### src/rtl/bcd_pkg.sv
// bcd_pkg: shared BCD digit type, blank pattern and active-low 7-segment table.
package bcd_pkg;
    typedef logic [3:0] bcd_digit_t;
    localparam logic [7:0] SEG_BLANK = 8'hFF;
    function automatic logic [6:0] seg_of(input bcd_digit_t d);
        case (d)
            4'd0:    seg_of = 7'b1000000;
            4'd1:    seg_of = 7'b1111001;
            4'd2:    seg_of = 7'b0100100;
            4'd3:    seg_of = 7'b0110000;
            4'd4:    seg_of = 7'b0011001;
            4'd5:    seg_of = 7'b0010010;
            4'd6:    seg_of = 7'b0000010;
            4'd7:    seg_of = 7'b1111000;
            4'd8:    seg_of = 7'b0000000;
            4'd9:    seg_of = 7'b0010000;
            default: seg_of = 7'b1111111;
        endcase
    endfunction
endpackage

### src/rtl/bcd_decade.sv
// bcd_decade: one BCD digit register with load and ripple-gated up/down step.
module bcd_decade
    import bcd_pkg::*;
(
    input  logic       clk,
    input  logic       rst_syn,
    input  logic       load,
    input  logic       step,
    input  logic       up,
    input  logic       step_in,
    input  bcd_digit_t din,
    output bcd_digit_t q,
    output logic       at_lim
);
    bcd_digit_t r_q;
    assign q      = r_q;
    assign at_lim = up ? (r_q == 4'd9) : (r_q == 4'd0);
    always_ff @(posedge clk or negedge rst_syn)
        if (!rst_syn)
            r_q <= '0;
        else if (load)
            r_q <= (din > 4'd9) ? 4'd0 : din;
        else if (step && step_in)
            r_q <= up ? ((r_q == 4'd9) ? 4'd0 : r_q + 4'd1)
                      : ((r_q == 4'd0) ? 4'd9 : r_q - 4'd1);
endmodule

### src/rtl/bcd_scan_counter.sv
// bcd_scan_counter: DIGITS-decade up/down BCD counter with scanned common-anode 7-segment output.
module bcd_scan_counter
    import bcd_pkg::*;
#(
    parameter int DIGITS   = 4,
    parameter int SCAN_DIV = 16,
    parameter int BLANK_LZ = 1
) (
    input  logic                  clk,
    input  logic                  rst_syn,
    input  logic                  load,
    input  logic [4*DIGITS-1:0]   din,
    input  logic                  en,
    input  logic                  up,
    input  logic [DIGITS-1:0]     dp,
    output logic [4*DIGITS-1:0]   count,
    output logic                  carry,
    output logic [7:0]            seg,
    output logic [DIGITS-1:0]     an
);
    localparam int IW = (DIGITS > 1) ? $clog2(DIGITS) : 1;
    localparam int DW = $clog2(SCAN_DIV);
    logic [DIGITS-1:0] w_lim;
    logic [DIGITS-1:0] w_in;
    logic [DIGITS-1:0] w_lz;
    logic [IW-1:0]     r_idx;
    logic [DW-1:0]     r_div;
    logic              r_carry;
    logic [7:0]        r_seg;
    logic [DIGITS-1:0] r_an;
    logic              w_last;
    bcd_digit_t        w_dig;
    logic              w_blank;
    genvar i;
    generate
        for (i = 0; i < DIGITS; i++) begin : g_dec
            // w_lz[i]: this digit and every higher one are zero
            assign w_lz[i] = (count[4*DIGITS-1:4*i] == '0);
            if (i == 0) begin : g_first
                assign w_in[i] = 1'b1;
            end else begin : g_rest
                assign w_in[i] = &w_lim[i-1:0];
            end
            bcd_decade u_dec (
                .clk     (clk),
                .rst_syn (rst_syn),
                .load    (load),
                .step    (en),
                .up      (up),
                .step_in (w_in[i]),
                .din     (din[4*i +: 4]),
                .q       (count[4*i +: 4]),
                .at_lim  (w_lim[i])
            );
        end
    endgenerate
    always_comb begin
        w_last  = (r_div == DW'(SCAN_DIV - 1));
        w_dig   = count[r_idx*4 +: 4];
        w_blank = (BLANK_LZ != 0) && (r_idx != '0) && w_lz[r_idx];
    end
    always_ff @(posedge clk or negedge rst_syn)
        if (!rst_syn) begin
            r_div   <= '0;
            r_idx   <= '0;
            r_carry <= 1'b0;
            r_seg   <= SEG_BLANK;
            r_an    <= '1;
        end else begin
            r_div   <= w_last ? '0 : r_div + 1'b1;
            r_idx   <= !w_last ? r_idx : (r_idx == IW'(DIGITS - 1)) ? '0 : r_idx + 1'b1;
            r_carry <= !load && en && (&w_lim);
            r_seg   <= {~dp[r_idx], w_blank ? 7'h7F : seg_of(w_dig)};
            r_an    <= ~(DIGITS'(1) << r_idx);
        end
    assign carry = r_carry;
    assign seg   = r_seg;
    assign an    = r_an;
endmodule

### config.mk
export PLATFORM = sky130hd
export DESIGN_NAME = bcd_scan_counter
export DESIGN_NICKNAME = d
export VERILOG_FILES = /design/src/rtl/bcd_pkg.sv /design/src/rtl/bcd_decade.sv /design/src/rtl/bcd_scan_counter.sv
export SDC_FILE = /design/constraint.sdc
export NUM_CORES = 1
export LEC_CHECK = 0
export ABC_AREA = 1
export BUFFER_PORTS_ARGS = -buffer_cell sky130_fd_sc_hd__buf_2
export CAP_MARGIN = 20
export CELL_PAD_IN_SITES_DETAIL_PLACEMENT = 1
export CELL_PAD_IN_SITES_GLOBAL_PLACEMENT = 2
export CORE_UTILIZATION = 24
export CTS_CLUSTER_DIAMETER = 80
export DETAILED_ROUTE_END_ITERATION = 7
export PLACE_DENSITY = 0.72
export SKIP_LAST_GASP = 1
export SYNTH_ARGS = -nofsm -noshare
export SYNTH_HDL_FRONTEND = slang
export SYNTH_SLANG_ARGS = --single-unit
export TNS_END_PERCENT = 30
### constraint.sdc
create_clock -name clk -period 3.45 [get_ports clk]
set_clock_uncertainty 0.05 [all_clocks]
set_input_delay 0.69 -clock clk [delete_from_list [all_inputs] [get_ports clk]]
set_output_delay 0.69 -clock clk [all_outputs]
set_load 0.02 [all_outputs]
==> impl_metrics.tcl, run 1 <==
set metrics [dict create \
    run_status "finished, final reports clean" \
    cts_hold_buf 0 \
    fin_ws_ns 1.50 \
    hold_class "reg2reg" \
    period_share 0.565 \
    pre_cts_ws_ns 1.28 \
    ys_seq_area_frac 0.348 \
    worst_pin_slew_ns 0.835 \
    seq_power_share 0.408 \
    tns_ns 0 \
    hpwl_um 5770 \
    ys_warn_count 0 \
    critPathCaptureType "flop" \
    num-fill-cells 1319 \
    whs_ns 0.450 \
    io_buffer_count 53 \
    slew_violations 0 \
    synth_cells 371 \
    drive_gt1_frac 0.245 \
    post_cts_buffers 0 \
    drt_iter0_drc 65 \
    grtUsageMet3 0.0241 \
    insertion_delay_ns 0.28 \
    switchingPower_uw 601 \
    multiInputGateArea_mm2 0.00145 \
    swShare 0.424 \
    min_period_ns 1.95 \
    syn_to_final_growth_pct 18.0 \
    gr-usage-all-layers 0.139 \
    grt_pass1_vias 2579 \
    required_ns 3.59 \
    fin_util 0.293 \
    critPathMaxFanout 20 \
    rows 37 \
    drv_cap 0 \
    vias_per_cell 4.48 \
    cts-resized-gates 0 \
    arrival_ns 2.09 \
    clkTransAtPathRegs_ns 0.08 \
    ff_latch_area_um2 891 \
    diodes 0 \
    grt-busiest-layer "met2" \
    h-tree-depth 2 \
    p_int_uw 816 \
    grt_pass1_wl_um 12300 \
    critPathKind "reg2reg" \
    cts.sinks 35 \
    postRouteAntennaNets 0 \
    first_pass_iters 4 \
    drc 0 \
    grt_max_degree 36 \
    combPwrFrac 0.385 \
    gp_congestion 0.754 \
    routed_wl_um 7280 \
    nets 455 \
    syn_nets 406 \
    peakVddDrop_v 0.000169 \
    syn_area_mm2 0.00256 \
    tritoncts "yes" \
    hold_viol 0 \
    core_area_mm2 0.0103 \
    route.vias.total 2496 \
    cts_root_buf "clkbuf_8" \
    cts_max_path_buffers 2 \
    overflow 0 \
    leakage_uw 0.00158 \
    wl_per_cell_um 13.1 \
    die_h_um 105 \
    die_x_um 105 \
    setup_viol 0 \
    clock_power_share 0.208 \
    met2_usage 0.248 \
    startpoint_type "flop" \
    slew_headroom 0.443 \
    power_uw 1420 \
    die_area_mm2 0.0111 \
    start_util 0.248 \
    avgSynthCellArea_um2 6.90 \
    met1_usage 0.173 \
    cts-buffers-inserted 5 \
    rsz0062_at_grt "false" \
    antenna_found_initial 0 \
    ios 54 \
    powerDensity_mw_per_mm2 469 \
    synth_cell_type_count 33 \
    fmax_mhz 513 \
    synth_seq_cells 35 \
]
-- cells in the final DEF, fill, tap and decap left out, types with 2 or more instances in the layout --
master      n
nand3_1    58
nor2_4      2
ha_1       10
nand4_1     3
nand2_4     3
dfrtp_1    23
nand2_1   115
buf_2      53
nor2_2      5
o21ai_2     3
nand2_2     5
clkbuf_8    5
a31oi_1     2
a22oi_1     2
o21ai_1     4
o21ai_0    27
inv_1      34
nand3b_1    2
a21oi_1    13
xor2_1      3
nor2_1     19
inv_2       7
dfstp_2    12
-- state kept, by name, indices dropped and copies added, names as in the netlist --
name and count:
an 4, seg 8, g_dec.u_dec.q 16, carry 1, r_idx 2, r_div 4
-- synth_stat cells --
cell type,n,area share
nand2_1,115,0.17
nor2_4,2,0.0088
buf_2,5,0.0098
a22oi_1,2,0.0059
nand3_1,58,0.11
o21ai_4,1,0.0064
nand3_4,1,0.0068
nand2_4,3,0.013
buf_6,1,0.0044
nand4_1,3,0.0073
nor2_1,19,0.028
inv_4,1,0.0024
nor2_2,5,0.012
o211ai_2,1,0.0049
ha_1,10,0.049
dfstp_2,12,0.12
o21ai_0,27,0.053
nand3b_1,2,0.0059
o21ai_2,3,0.010
or2_2,1,0.0024
clkbuf_1,4,0.0059
buf_4,1,0.0029
dfrtp_1,23,0.22
o211ai_1,1,0.0029
nand2_2,5,0.012
inv_1,34,0.050
a21oi_1,13,0.025
inv_2,7,0.010
a31oi_1,2,0.0049
nor3_2,1,0.0039
xor2_1,3,0.010
a32o_1,1,0.0039
o21ai_1,4,0.0078
-- stage by stage --
stage          cell area, um^2  cells
2_1_floorplan             2560    371
3_3_place_gp              2940    549
3_5_place_dp              2940    549
4_1_cts                   3020    557
5_1_grt                   3020    557
6_report                  3020    557
-- power groups by stage --
stage	clock, uW	combinational [uW]	sequential [uW]
final	295	545	578
after CTS	308	556	579
after detailed placement	0	553	586
after global routing	325	616	589
after global placement	0	552	585
after floorplan	0	322	637
-- cells by family (layout without fill, tap and decap cells) --
family          count (synthesis)  after routing  synth area share
simple gates                  215            215             0.383
compound gates                 55             55             0.125
buf+inv                        53            103            0.0855
flops                          35             35             0.348
fa+ha+maj                      10             10            0.0489
xor+xnor                        3              3            0.0103
-- final cells by class --
class                   instances  area share
clock buffers                   6      0.0240
clock inverters                 2     0.00414
inverters                      42      0.0530
multi-input cells             283       0.480
flip-flops and latches         35       0.295
well taps                     136      0.0563
repair buffers                 53      0.0877
-- worst max-delay path, stage by stage, from the launching register on --
cell and delay [ns]:
dfrtp_1 0.61, a21oi_1 0.25, o21ai_0 0.11, nand2_1 0.20, inv_1 0.11, ha_1 0.19, nand3b_1 0.16, nand3_1 0.10
nand3_1 0.08
-- path summary, 6_finish.rpt --
| path | start | end | slack [ns] | cells after the start |
|---|---|---|---|---|
| min reg2reg | r_div[2] | r_div[2] | 0.45 | 1 |
| min in group asynchronous | rst_syn | r_div[2] | 0.46 | 1 |
| max | r_idx[0] | seg[5] | 1.50 | 8 |
| max reg2reg | r_idx[0] | seg[5] | 1.50 | 8 |
| max in group asynchronous | rst_syn | r_idx[1] | 2.37 | 1 |
| min | r_div[2] | r_div[2] | 0.45 | 1 |
-- metal layers --
metal,vias to the layer above,wire length (um)
met5,-,0
met3,4,302
li1,1304,-
met4,0,71
met2,49,3400
met1,1139,3510
Power figures use the tool's default switching activity.
==> run 2, diff against run 1 <==
- ABC_AREA: 1 -> 0
- PLACE_DENSITY: 0.72 -> 0.71
- clock period: 3.45 -> 1.6 ns (I/O delays scaled with it)
==> impl_metrics.tcl, run 2 <==
set metrics [dict create \
    ys_seq_area_frac 0.355 \
    final_common_cell "buf_2" \
    peakVddDrop_v 0.000289 \
    start_util 0.252 \
    drc 0 \
    startpoint_type "flop" \
    rows 36 \
    ys_warn_count 0 \
    critPathMaxFanout 6 \
    r2r_end "seg[3]" \
    gp_congestion 0.745 \
    nets 412 \
    synthArstFlopShare 1.00 \
    slew_violations 0 \
    die_h_um 104 \
    reg2reg_slack_ns -0.17 \
    drv_cap 0 \
    worst_pin_slew_ns 0.466 \
    synthTopCellsByArea "dfrtp_1 (23%), dfstp_2 (13%), o21ai_0 (5.8%)" \
    ios 54 \
    syn_nets 325 \
    cts_max_path_buffers 2 \
    final_area_mm2 0.00345 \
    gr-usage-all-layers 0.148 \
    fin_util 0.347 \
    die_area_mm2 0.0109 \
    critPathKind "reg2reg" \
    route.vias.total 2442 \
    rsz0062_at_grt "true" \
    antenna_found_initial 0 \
    cts-buffers-inserted 5 \
    wl_per_cell_um 14.7 \
    powerDensity_mw_per_mm2 791 \
    vias_per_cell 4.78 \
    run_status "finished, violations left" \
    core_area_mm2 0.00995 \
    slew_headroom 0.689 \
    tns_ns -1.55 \
    io_buffer_count 53 \
    whs_ns 0.0175 \
    insertion_delay_ns 0.29 \
    min_period_ns 1.77 \
    drive_gt1_frac 0.460 \
    routed_wl_um 7490 \
    ys.flop_type "dfrtp_1" \
    synth_edf_count 0 \
    r2r_start "g_dec[3].u_dec.q[1]" \
    critPathCaptureType "flop" \
    diodes 0 \
    leakage_uw 0.00151 \
    dpl-instance-area_mm2 0.00326 \
    avgSynthCellArea_um2 8.64 \
    ys_top_cells_by_count "o21ai_0 (29), dfrtp_1 (23), nor2_1 (22)" \
    grt_pass1_wl_um 13100 \
    synth_top_cell_by_area "dfrtp_1" \
    power_uw 2730 \
    synth_cell_type_count 56 \
    grt_pass1_vias 2668 \
    first_pass_iters 4 \
    setup_viol 16 \
    syn_to_final_growth_pct 37.8 \
    period_share 1.11 \
    fmax_mhz 564 \
    syn_area_mm2 0.00251 \
    die_x_um 104 \
    synth_top_area_frac 0.230 \
    required_ns 1.76 \
    h-tree-depth 2 \
    hold_class "in2async" \
    hpwl_um 5780 \
    synth_seq_cells 35 \
    clkTransAtPathRegs_ns 0.07 \
    violations "negative setup slack" \
    synth_cells 290 \
    cts_root_buf "clkbuf_8" \
    grt_max_degree 36 \
    hold_viol 0 \
    fin_ws_ns -0.172 \
    cts.sinks 35 \
    drt_iter0_drc 99 \
    overflow 0 \
    largest_register_ffs 16 \
    final_cell_mix "buf_2 (53), buf_4 (52), o21ai_0 (27)" \
    arrival_ns 1.94 \
    yosysMostFrequentCell "o21ai_0" \
    postRouteAntennaNets 0 \
    tritoncts "yes" \
    reg2reg_depth 3 \
]
[run 2: worst max-delay path by stage]
stage	cells past startpoint	slack, ns	to	from
finish	3	-0.17	seg[3]	g_dec[3].u_dec.q[1]
detailed placement	6	-0.19	seg[3]	r_idx[0]
global placement	7	-0.16	g_dec[1].u_dec.q[1]	up
floorplan	7	-0.24	seg[3]	g_dec[2].u_dec.q[0]
global route	6	-0.25	g_dec[2].u_dec.q[1]	g_dec[2].u_dec.q[0]
CTS	3	-0.18	seg[1]	g_dec[3].u_dec.q[1]
[run 2: per-stage QoR]
step                cells  setup slack (ns)
floorplan             290            -0.243
global placement      501            -0.165
detailed placement    501            -0.192
CTS                   511            -0.176
global route          511            -0.251
finish                511            -0.172
[run 2: power breakdown]
group | internal, uW | switching [uW]
registers | 988 | 74.2
logic | 427 | 522
clock network | 393 | 327
total | 1810 | 923
[run 2: area by class of cell]
type | count | area (um^2)
clock buffers | 8 | 100
fillers | 1187 | 6500
repair buffers | 106 | 667
inverters | 18 | 72.6
well taps | 133 | 166
multi-input cells | 211 | 1540
flip-flops and latches | 35 | 906
[run 2: worst max-delay path: stages (launching register included)]
cell	delay [ns]
dfrtp_1	0.41
or4_4	0.55
or4_4	0.57
o21ai_1	0.11
[run 2: metal layers]
metal | up-vias | wire [um] | global-route usage
met3 | 10 | 268 | 0.0276
met1 | 1168 | 3470 | 0.195
met2 | 53 | 3650 | 0.246
met4 | 0 | 104 | 0.0439
met5 | - | 0 | 0
li1 | 1211 | - | -
[run 2: logic make-up after synthesis]
| group | count (synthesis) | share of synthesized area |
|---|---|---|
| xor gates and xnor gates | 9 | 0.0315 |
| buffers and inverters | 44 | 0.0734 |
| muxes | 15 | 0.0859 |
| DFF | 35 | 0.355 |
| adders and majority gates | 10 | 0.0499 |
| AOI/OAI and AO/OA | 83 | 0.203 |
| and+or+nand+nor | 94 | 0.201 |
[run 2: repair_timing]
item,CTS,global route
gates cloned,0,0
hold buffers,0,0
resized for setup,4,19
buffers inserted,2,1
pin swaps,0,10
setup endpoints to repair,17,20
==> run 3, diff against run 2 <==
- PLACE_DENSITY: 0.71 -> not set
- PLACE_DENSITY_LB_ADDON: not set -> 0.12
==> impl_metrics.tcl, run 3 (synthesis results as in run 2) <==
set metrics [dict create \
    run_status "finished, violations left" \
    violations "negative setup slack" \
    wl_per_cell_um 15.0 \
    overflow 0 \
    setup_viol 17 \
    clock_power_share 0.294 \
    period_share 1.13 \
    cts_root_buf "clkbuf_8" \
    combPwrFrac 0.341 \
    route.vias.total 2500 \
    drc 0 \
    drt_iter0_drc 78 \
    switchingPower_uw 964 \
    gr-usage-all-layers 0.149 \
    whs_ns 0.183 \
    die_x_um 104 \
    start_util 0.252 \
    first_pass_iters 4 \
    critPathCaptureType "flop" \
    cp_slowest_stage_delay_ns 0.55 \
    gp_congestion 0.741 \
    die_area_mm2 0.0109 \
    cts.sinks 35 \
    final_cells 521 \
    final_cell_mix "buf_4 (59), buf_2 (53), o21ai_0 (26)" \
    final_common_cell "buf_4" \
    arrival_ns 1.98 \
    grt_pass1_vias 2562 \
    powerDensity_mw_per_mm2 809 \
    core_area_mm2 0.00995 \
    crit_chain "buf_6, mux4_2, inv_4, ha_4, a21oi_2, nor2_1, o21ai_1" \
    required_ns 1.78 \
    drive_gt1_frac 0.487 \
    io_buffer_count 53 \
    grt_max_degree 36 \
    largest_register_ffs 16 \
    startpoint_type "flop" \
    critPathMaxFanout 4 \
    cts_max_path_buffers 2 \
    fin_ws_ns -0.205 \
    insertion_delay_ns 0.30 \
    critPathKind "reg2reg" \
    hold_viol 0 \
    rsz0062_at_grt "true" \
    num-fill-cells 1182 \
    rows 36 \
    syn_to_final_growth_pct 43.4 \
    dp_cells 508 \
    drv_cap 0 \
    clkTransAtPathRegs_ns 0.08 \
    leakage_uw 0.00158 \
    slew_violations 0 \
    antenna_found_initial 0 \
    min_period_ns 1.80 \
    die_h_um 104 \
    routed_wl_um 7800 \
    crit_family "multiplexers" \
    tritoncts "yes" \
    swShare 0.331 \
    h-tree-depth 2 \
    crit_buf_inv 2 \
    pre_cts_ws_ns -0.287 \
    fmax_mhz 554 \
    fin_util 0.361 \
    vias_per_cell 4.80 \
    hpwl_um 6110 \
    worst_pin_slew_ns 0.280 \
    diodes 0 \
    p_int_uw 1940 \
    nets 422 \
    critPathSlowestCell "mux4_2" \
    ios 54 \
    peakVddDrop_v 0.000325 \
    power_uw 2910 \
    slew_headroom 0.812 \
    postRouteAntennaNets 0 \
    hold_class "in2reg" \
    cts-buffers-inserted 5 \
    seq_power_share 0.365 \
    grt_pass1_wl_um 13000 \
]
[run 3: worst paths after layout]
check,startpoint,depth (start not counted),slack (ns),end
max in group asynchronous,rst_syn,3,0.79,seg[1]
min in group asynchronous,rst_syn,3,0.47,r_div[3]
setup reg to reg,g_dec[3].u_dec.q[0],7,-0.20,seg[3]
hold reg to reg,r_div[0],1,0.44,r_div[0]
setup / recovery,g_dec[3].u_dec.q[0],7,-0.20,seg[3]
hold / removal,din[11],2,0.18,g_dec[2].u_dec.q[2]
[run 3: what timing repair did]
item,in CTS,in global routing
resized for setup,17,14
buffers inserted,2,2
setup endpoints to repair,18,21
pin swaps,4,4
hold endpoints to repair,23,0
hold buffers,1,0
[run 3: power by group through the flow]
stage / Combinational, uW / Sequential [uW] / Clock, uW
global route: 1090 / 1080 / 930
finish: 991 / 1060 / 855
detailed placement: 945 / 1070 / 0
CTS: 984 / 1060 / 888
global placement: 932 / 1070 / 0
floorplan: 489 / 1150 / 0
[run 3: per-layer routing]
layer | part of all wire | track usage
met2 | 0.50 | 0.259
met3 | 0.039 | 0.0238
met5 | 0 | 0
met4 | 0.010 | 0.0429
met1 | 0.45 | 0.190
[run 3: cell type report]
class | instances | area, um^2 | area share
Timing Repair Buffer | 116 | 761 | 0.212
Inverter | 18 | 72.6 | 0.0202
Clock inverter | 2 | 35.0 | 0.00975
Sequential cell | 35 | 907 | 0.252
Clock buffer | 6 | 82.6 | 0.0230
Tap cell | 133 | 166 | 0.0463
Multi-Input combinational cell | 211 | 1570 | 0.437
[run 3: stage by stage]
stage | TNS (ns) | instance area, um^2
after floorplan | -2.56 | 2620
after global placement | -3.09 | 3330
after detailed placement | -3.50 | 3330
after CTS | -2.31 | 3540
after global routing | -3.58 | 3590
final | -1.80 | 3590
